--- src/rtl/synth_method_call_driver.sv ---
// ---------------------------------------------------------------------------
// synth_method_call_driver
//
// Upstream stimulus stage for a generated method block's req/busy/return
// port triple. After a power-up delay it issues N_CALLS invocations, watches
// each busy window, compares every return against EXPECT, and reports
// completed/failed call counts, a sticky timeout flag and a final pass/done.
//
// Optional feature macro:
//   SYNTH_METHOD_DRIVER_RETRY_EN - one retry of a call on its first ack
//                                  timeout (run timeouts never retry).
//
// Ports:
//   clk            in   1      single clock, posedge
//   reset          in   1      asynchronous, active-low reset
//   start          in   1      level; a run begins when high in S_IDLE
//   method_req     out  1      request to DUT
//   method_busy    in   1      DUT busy
//   method_return  in   RET_W  DUT return value
//   last_return    out  RET_W  return captured on most recent completion
//   call_count     out  16     completed invocations (timeouts included)
//   fail_count     out  16     mismatches plus timeouts
//   timeout        out  1      sticky: any ack or run timeout occurred
//   done           out  1      high once the run has finished
//   pass           out  1      done & no failures & no timeout
// ---------------------------------------------------------------------------
module synth_method_call_driver #(
  parameter int unsigned       RET_W       = 32,
  parameter logic [RET_W-1:0]  EXPECT      = RET_W'(1),
  parameter int unsigned       N_CALLS     = 4,
  parameter int unsigned       START_DELAY = 100,
  parameter int unsigned       ACK_TIMEOUT = 16,
  parameter int unsigned       RUN_TIMEOUT = 100000,
  parameter int unsigned       GAP         = 4
) (
  input  logic             clk,
  input  logic             reset,
  input  logic             start,
  output logic             method_req,
  input  logic             method_busy,
  input  logic [RET_W-1:0] method_return,
  output logic [RET_W-1:0] last_return,
  output logic [15:0]      call_count,
  output logic [15:0]      fail_count,
  output logic             timeout,
  output logic             done,
  output logic             pass
);

  localparam int unsigned CNT_W = 16;
  localparam int unsigned DLY_W = (START_DELAY > 0) ? $clog2(START_DELAY + 1) : 1;
  localparam int unsigned ACK_W = (ACK_TIMEOUT > 1) ? $clog2(ACK_TIMEOUT + 1) : 1;
  localparam int unsigned RUN_W = (RUN_TIMEOUT > 1) ? $clog2(RUN_TIMEOUT + 1) : 1;
  localparam int unsigned GAP_W = (GAP > 0) ? $clog2(GAP + 1) : 1;

  // Terminal counts: a window of T cycles ends on the cycle whose count is T-1.
  localparam logic [ACK_W-1:0] ACK_LAST   = ACK_W'(ACK_TIMEOUT - 1);
  localparam logic [RUN_W-1:0] RUN_LAST   = RUN_W'(RUN_TIMEOUT - 1);
  localparam logic [DLY_W-1:0] DLY_LOAD   = DLY_W'(START_DELAY);
  localparam logic [GAP_W-1:0] GAP_LOAD   = GAP_W'(GAP);
  localparam logic [CNT_W-1:0] CALLS_LAST = CNT_W'(N_CALLS);

  typedef enum logic [2:0] {
    S_IDLE,
    S_WAIT,
    S_REQ,
    S_RUN,
    S_CHECK,
    S_GAP,
    S_DONE
  } state_t;

  state_t           state;
  logic [DLY_W-1:0] delay_cnt;
  logic [ACK_W-1:0] ack_cnt;
  logic [RUN_W-1:0] run_cnt;
  logic [GAP_W-1:0] gap_cnt;
`ifdef SYNTH_METHOD_DRIVER_RETRY_EN
  logic             retried;
`endif

  // Saturating event counter increment.
  function automatic logic [CNT_W-1:0] sat_inc(input logic [CNT_W-1:0] v);
    return (v == '1) ? v : v + CNT_W'(1);
  endfunction

  // Single-process run controller; all outputs except pass are registered.
  always_ff @(posedge clk or negedge reset) begin
    if (!reset) begin
      state       <= S_IDLE;
      method_req  <= 1'b0;
      last_return <= '0;
      call_count  <= '0;
      fail_count  <= '0;
      timeout     <= 1'b0;
      done        <= 1'b0;
      delay_cnt   <= '0;
      ack_cnt     <= '0;
      run_cnt     <= '0;
      gap_cnt     <= '0;
`ifdef SYNTH_METHOD_DRIVER_RETRY_EN
      retried     <= 1'b0;
`endif
    end else begin
      case (state)
        S_IDLE: begin
          if (start) begin
            state     <= S_WAIT;
            delay_cnt <= DLY_LOAD;
          end
        end

        // Power-up delay; a zero delay still spends one cycle here.
        S_WAIT: begin
          if (delay_cnt == '0) begin
            state      <= S_REQ;
            method_req <= 1'b1;
            ack_cnt    <= '0;
          end else begin
            delay_cnt <= delay_cnt - DLY_W'(1);
          end
        end

        // Busy already high on entry counts as the ack.
        S_REQ: begin
          if (method_busy) begin
            state      <= S_RUN;
            method_req <= 1'b0;
            run_cnt    <= '0;
          end else if (ack_cnt == ACK_LAST) begin
            state      <= S_GAP;
            method_req <= 1'b0;
            timeout    <= 1'b1;
            gap_cnt    <= GAP_LOAD;
`ifdef SYNTH_METHOD_DRIVER_RETRY_EN
            // First ack timeout of a call is retried without being counted.
            if (!retried) begin
              retried <= 1'b1;
            end else begin
              retried    <= 1'b0;
              call_count <= sat_inc(call_count);
              fail_count <= sat_inc(fail_count);
            end
`else
            call_count <= sat_inc(call_count);
            fail_count <= sat_inc(fail_count);
`endif
          end else begin
            ack_cnt <= ack_cnt + ACK_W'(1);
          end
        end

        // Return is captured on the same edge that sees busy fall.
        S_RUN: begin
          if (!method_busy) begin
            state       <= S_CHECK;
            last_return <= method_return;
          end else if (run_cnt == RUN_LAST) begin
            state      <= S_GAP;
            timeout    <= 1'b1;
            gap_cnt    <= GAP_LOAD;
            call_count <= sat_inc(call_count);
            fail_count <= sat_inc(fail_count);
`ifdef SYNTH_METHOD_DRIVER_RETRY_EN
            retried    <= 1'b0;
`endif
          end else begin
            run_cnt <= run_cnt + RUN_W'(1);
          end
        end

        S_CHECK: begin
          state      <= S_GAP;
          gap_cnt    <= GAP_LOAD;
          call_count <= sat_inc(call_count);
          if (last_return != EXPECT) begin
            fail_count <= sat_inc(fail_count);
          end
`ifdef SYNTH_METHOD_DRIVER_RETRY_EN
          retried    <= 1'b0;
`endif
        end

        // Idle spacing between calls; GAP=0 passes straight through in one cycle.
        S_GAP: begin
          if (gap_cnt <= GAP_W'(1)) begin
            if (call_count == CALLS_LAST) begin
              state <= S_DONE;
              done  <= 1'b1;
            end else begin
              state      <= S_REQ;
              method_req <= 1'b1;
              ack_cnt    <= '0;
            end
          end else begin
            gap_cnt <= gap_cnt - GAP_W'(1);
          end
        end

        // Terminal; only reset leaves.
        S_DONE: begin
          done <= 1'b1;
        end

        default: begin
          state      <= S_IDLE;
          method_req <= 1'b0;
          done       <= 1'b0;
        end
      endcase
    end
  end

  // Verdict derived from registered state.
  assign pass = done & (fail_count == '0) & ~timeout;

endmodule

--- config.mk ---
export PLATFORM = sky130hd
export DESIGN_NAME = synth_method_call_driver
export DESIGN_NICKNAME = d
export VERILOG_FILES = /design/src/rtl/synth_method_call_driver.sv
export SDC_FILE = /design/constraint.sdc
export NUM_CORES = 1
export LEC_CHECK = 0
export BUFFER_PORTS_ARGS = -buffer_cell sky130_fd_sc_hd__buf_2
export CORE_MARGIN = 3
export CORE_UTILIZATION = 45
export DETAILED_ROUTE_END_ITERATION = 6
export PLACE_DENSITY = 0.67
export SYNTH_ARGS = -nofsm -noshare
export SYNTH_HDL_FRONTEND = slang
export SYNTH_SLANG_ARGS = --single-unit
--- constraint.sdc ---
create_clock -name clk -period 7.3 [get_ports clk]
set_clock_uncertainty 0.05 [all_clocks]
set_input_delay 1.46 -clock clk [delete_from_list [all_inputs] [get_ports clk]]
set_output_delay 1.46 -clock clk [all_outputs]
set_load 0.01 [all_outputs]
==> Word-level counts from Yosys, hierarchy flattened <==
Cells that the tools add are included.
{ "classes": {"n_addsub": 6, "magnitude_cmp": 1, "n_eq_ne": 29, "n_mux": 55, "bitwise": 7, "n_reduce_logical": 21} }
{ "ops": {"columns": ["operator", "n"], "rows": [
  ["$mux 16", 11],
  ["$pmux 16 s3", 2],
  ["$mux 17", 3],
  ["$mux 3", 13],
  ["$pmux 17 s2", 1],
  ["$add 16x1->16 const B", 2],
  ["$eq 16x16->1 const B", 2],
  ["$ne 32x1->1 const B", 1],
  ["$ne 2x2->1 const B", 15],
  ["$mux 5", 5],
  ["$reduce_and 6->1", 4],
  ["$pmux 3 s7", 1],
  ["$add 17x1->17 const B", 1],
  ["$eq 17x17->1 const B", 1],
  ["$eq 16x3->1 const B", 1],
  ["$logic_not 16->1", 1],
  ["$pmux 5 s3", 1],
  ["$reduce_and 5->1", 3],
  ["$mux 7", 2],
  ["$pmux 7 s2", 1],
  ["$pmux 3 s4", 1],
  ["$mux 1", 11],
  ["$eq 3x3->1 const B", 3],
  ["$logic_not 7->1", 1],
  ["22 further kinds", 32]
]} }
{ "totals": {"regBits": 102, "in_bits": 36, "output_inout_bits": 68, "word_cells": 130} }

==> Logic depth before layout (Yosys ltp) <==
{ "depth": {"word_depth": 5, "mapped_depth": 10, "mapped_depth_nobuf": 9} }

==> Worst setup path before layout <==
OpenSTA, ideal clock, no wires.
{ "synth_timing": {"kind": "input to register", "startpoint": "in method_busy", "endpoint": "reg fail_count[14]", "setup_ns": 0.130, "arrival_time_ns": 3.400, "required_ns": 7.120, "slack_ns": 3.720, "path_stages": 8, "n_path_buf": 2, "path_cell_list": "clkbuf_1 or3b_2 a211oi_1 o22ai_4 a311oi_4 buf_6 nand4_1 xnor2_1"} }
{ "synth_via": {"elab_chain_cells": 2, "elab_cells_between_ends": 3, "cone_classes": "eq/ne (2); reduce/logical (1)"} }
{ "synth_rtl": {"columns": ["item", "line", "source"], "rows": [
  ["start, declared", "40", "input logic method_busy,"],
  ["$ne 2x2->1 (no source line)", null, null],
  ["$reduce_and 6->1 (no source line) (*)", null, null],
  ["end signal, assigned", "146", "fail_count <= sat_inc(fail_count);"],
  ["end signal, assigned", "163", "fail_count <= sat_inc(fail_count);"],
  ["end signal, assigned", "177", "fail_count <= sat_inc(fail_count);"],
  ["end, declared", "44", "output logic [15:0] fail_count,"]
]} }
Every way passes the cells marked *; elsewhere a longest branch is shown, timed or not.
A chain may end at the register's enable or synchronous reset.

==> Final worst setup path <==
{ "layout_timing": {"startpoint": "in method_busy", "endpoint": "reg fail_count[4]"} }
The elaborated chain is that of the path after synthesis.

==> results.ini <==
[status]
run_status=completed

[global_routing]
antenna_violations_before_repair=0
grt.total_usage_pct=18.3
grt_first_pass_wirelength_um=19100
via_count_of_the_first_global_routing_pass=3907
grt_start_max_net_pins=75
gr-total-overflow=0

[route]
via_count=3958
drtIter0Drc=221
routed_wirelength_um=11300
post_drt_via_cell_ratio=5.46
route.detailed.drc=0
ant_nets=0
drt-pass1-iter-count=4
avgRoutedWirePerCell_um=15.5

[clock_tree]
number_of_buffers_added_by_the_clock_tree_synthesis_step=9
clk_latency_worst_skew_pair_ps=340
root_buffer=sky130_fd_sc_hd__clkbuf_16
hold_buffers=0
cts_sinks=102
cts_tree=done
clock_pin_slew_worst_setup_and_hold_paths_ps=70
deepest_clock_path_buffer_count=2
number_of_buffers_inserted_to_repair_setup_after_cts=0
post_cts_sizing=0
htreeDepth=3

[synthesis]
postSynthAreaPerCell_um2=10.6
cell_accounting_for_the_most_synthesized_area=sky130_fd_sc_hd__dfrtp_1
synth_seq_cells=102
synth_async_sr_flop_share_pct=100
synth.net_count=529
netlist-cell-type-count=56
synth_top_cells_by_area=sky130_fd_sc_hd__dfrtp_1, sky130_fd_sc_hd__mux2_2, sky130_fd_sc_hd__xnor2_1, sky130_fd_sc_hd__nor2_1, sky130_fd_sc_hd__ha_1
synth_most_common_cell=sky130_fd_sc_hd__dfrtp_1
register_area_share_after_synthesis_pct=49.9
yosysWarningCount=0
synth.top_cells.by_count=sky130_fd_sc_hd__dfrtp_1, sky130_fd_sc_hd__nor2_1, sky130_fd_sc_hd__nand2_1
number_of_enable_type_register_cells_in_the_synthesized_netlist=0
netlist_instances=481
area_share_of_the_leading_cell_type_in_the_synthesized_netlist_pct=49.9
mappedNetlistArea_um2=5120
synth-main-ff-cell=sky130_fd_sc_hd__dfrtp_1

[placed_design]
port-buffer-count=103
hpwlAfterDp_um=8230
routabilityCongestion=0.804

[pwr]
power.sequential.fraction_pct=45.2
power.density_cell_area_nw_per_um2=338
p_leak_nw=2.85
cellInternalPower_mw=1.29
pwr-share-clk_pct=21.5
power.switching_mw=0.740
irDropWorstVdd_mv=0.223
combinationalPowerShare_pct=33.2
power.switching_fraction_pct=36.5

[timing]
grt_setup_unrepaired=no
timing.final.hold_violations=0
final_min_period_over_clock_period_pct=49.2
final.setup.tns_ps=0
finalSetupViolations=0
max_freq_mhz=278
slew_at_the_pin_closest_to_its_max_slew_limit_ps=1020
headroom_to_the_max_slew_limit_pct=31.7
maxSlewViolCount=0
fin_crit_ps=3590
worst_hold_margin_ps=446

[setup_path]
crit_chain=buf_2 -> or3b_2 -> a211oi_1 -> o22ai_4 -> a311oi_4 -> and4_2 -> xor2_1
worst_path_largest_cell_delay_ps=710
crit_path_start=method_busy
worst_r2r_startpoint=ack_cnt[0]$_DFFE_PN0P_
critical_path_arrival_ps=3810
worst_setup_path_start_kind=input pin
critical_path.top_delay_family=compound AO/OA/AOI/OAI gates
worstSetupEndpointType=flop
critical_path.max_fanout=17
required_ps=7520
worstPathBufferInverterCount=1
crit_type=in2reg
crit_slowest_cell=sky130_fd_sc_hd__a311oi_4

[cells_and_area]
antenna_cells=0
finalNetCount=629
post_route_cells_drive_above_1_share_pct=29.6
area_growth_pct=17.1

[floorplan]
die-width_um=113
initial_core_utilization_pct=46.6
dieHeight_um=113
core_area_um2=11000
design.die.area_um2=12700
ios=104
rows=38

[worst_hold_path]
worst_hold_startpoint=delay_cnt[6]$_DFFE_PN0P_
worst_hold_path_type=reg2reg

[run]
maxCapViolations=0

## layer usage
layer / global-route usage (%) / share of wire, % / vias up / wire length [µm]
li1: - / - / 1922 / -
met1: 24.4 / 44 / 1944 / 4990
met2: 30.3 / 50 / 77 / 5690
met3: 4.15 / 3.9 / 15 / 434
met4: 5.13 / 1.4 / 0 / 160
met5: 0 / 0 / - / 0
## path summary, 6_finish.rpt
kind,to,slack [ps],depth (start not counted)
max,fail_count[4]$_DFFE_PN0P_,3710,7
min,delay_cnt[6]$_DFFE_PN0P_,450,1
max reg2reg,fail_count[4]$_DFFE_PN0P_,4000,9
min reg2reg,delay_cnt[6]$_DFFE_PN0P_,450,1
max in group asynchronous,gap_cnt[0]$_DFFE_PN0P_,4980,2
min in group asynchronous,last_return[4]$_DFFE_PN0P_,980,1
## layout by cell type (no fill, tap or decap), types with 5 or more instances in the layout
cell type and n:
sky130_fd_sc_hd__dfrtp_1 102, sky130_fd_sc_hd__buf_2 102, sky130_fd_sc_hd__nor2_1 47, sky130_fd_sc_hd__nand2_1 39
sky130_fd_sc_hd__mux2_2 33, sky130_fd_sc_hd__xnor2_1 28, sky130_fd_sc_hd__nand3_1 24, sky130_fd_sc_hd__nand4_1 20
sky130_fd_sc_hd__o21ai_0 18, sky130_fd_sc_hd__xor2_1 16, sky130_fd_sc_hd__nor3_1 14, sky130_fd_sc_hd__inv_1 13
sky130_fd_sc_hd__ha_1 12, sky130_fd_sc_hd__and3_1 11, sky130_fd_sc_hd__nor4_1 10, sky130_fd_sc_hd__clkbuf_16 9
sky130_fd_sc_hd__nor4b_1 6, sky130_fd_sc_hd__and3_2 5, sky130_fd_sc_hd__and4_1 5, sky130_fd_sc_hd__a21oi_1 5
sky130_fd_sc_hd__a31oi_1 5
## kinds of logic (layout without fill, tap and decap cells)
| family | after synthesis | in the layout | synth area share, % |
|---|---|---|---|
| and+or+nand+nor | 206 | 206 | 21.6 |
| AOI/OAI and AO/OA | 53 | 53 | 7.48 |
| adders and majority gates | 12 | 12 | 2.93 |
| DFF | 102 | 102 | 49.9 |
| buffers and inverters | 29 | 133 | 2.93 |
| muxes | 35 | 35 | 7.65 |
| xor gates and xnor gates | 44 | 44 | 7.53 |
## worst register-to-register path, delay by kind of cell (launching register included)
family,cells,cell delay [ps]
AOI/OAI and AO/OA,3,1240
xor gates and xnor gates,1,140
adders and majority gates,2,410
DFF,1,390
and+or+nand+nor,3,980
## metrics by stage
| stage | power [mW] | util [%] | setup slack (ps) | area [µm²] | cells |
|---|---|---|---|---|---|
| after floorplan | 1.36 | - | 3720 | 5120 | 481 |
| after global placement | 1.58 | 52.1 | 3410 | 5730 | 710 |
| after detailed placement | 1.61 | 52.1 | 3350 | 5730 | 710 |
| after CTS | 2.05 | 54.6 | 3720 | 5990 | 725 |
| after global routing | 2.17 | 54.6 | 3540 | 5990 | 725 |
| final | 2.03 | 54.6 | 3710 | 5990 | 725 |
## state kept, by name, summed over array words and instances (netlist names)
name,count
ack_cnt,5
call_count,16
timeout,1
gap_cnt,3
method_req,1
run_cnt,17
last_return,32
state,3
delay_cnt,7
fail_count,16
done,1
## cell type report
class	count	area [µm²]
tap	140	175
clock inverter	3	21.3
sequential	102	2550
fill	971	4990
timing repair buffer	105	533
inverter	13	48.8
clock buffer	12	246
multi-input combinational	350	2420
## power groups by stage
stage | registers, mW | logic (mW) | clock network (mW)
finish | 0.916 | 0.673 | 0.436
global placement | 0.912 | 0.666 | 0
CTS | 0.915 | 0.684 | 0.455
global route | 0.947 | 0.753 | 0.471
detailed placement | 0.924 | 0.682 | 0
floorplan | 0.918 | 0.441 | 0
(Power assumes the default switching activity.)
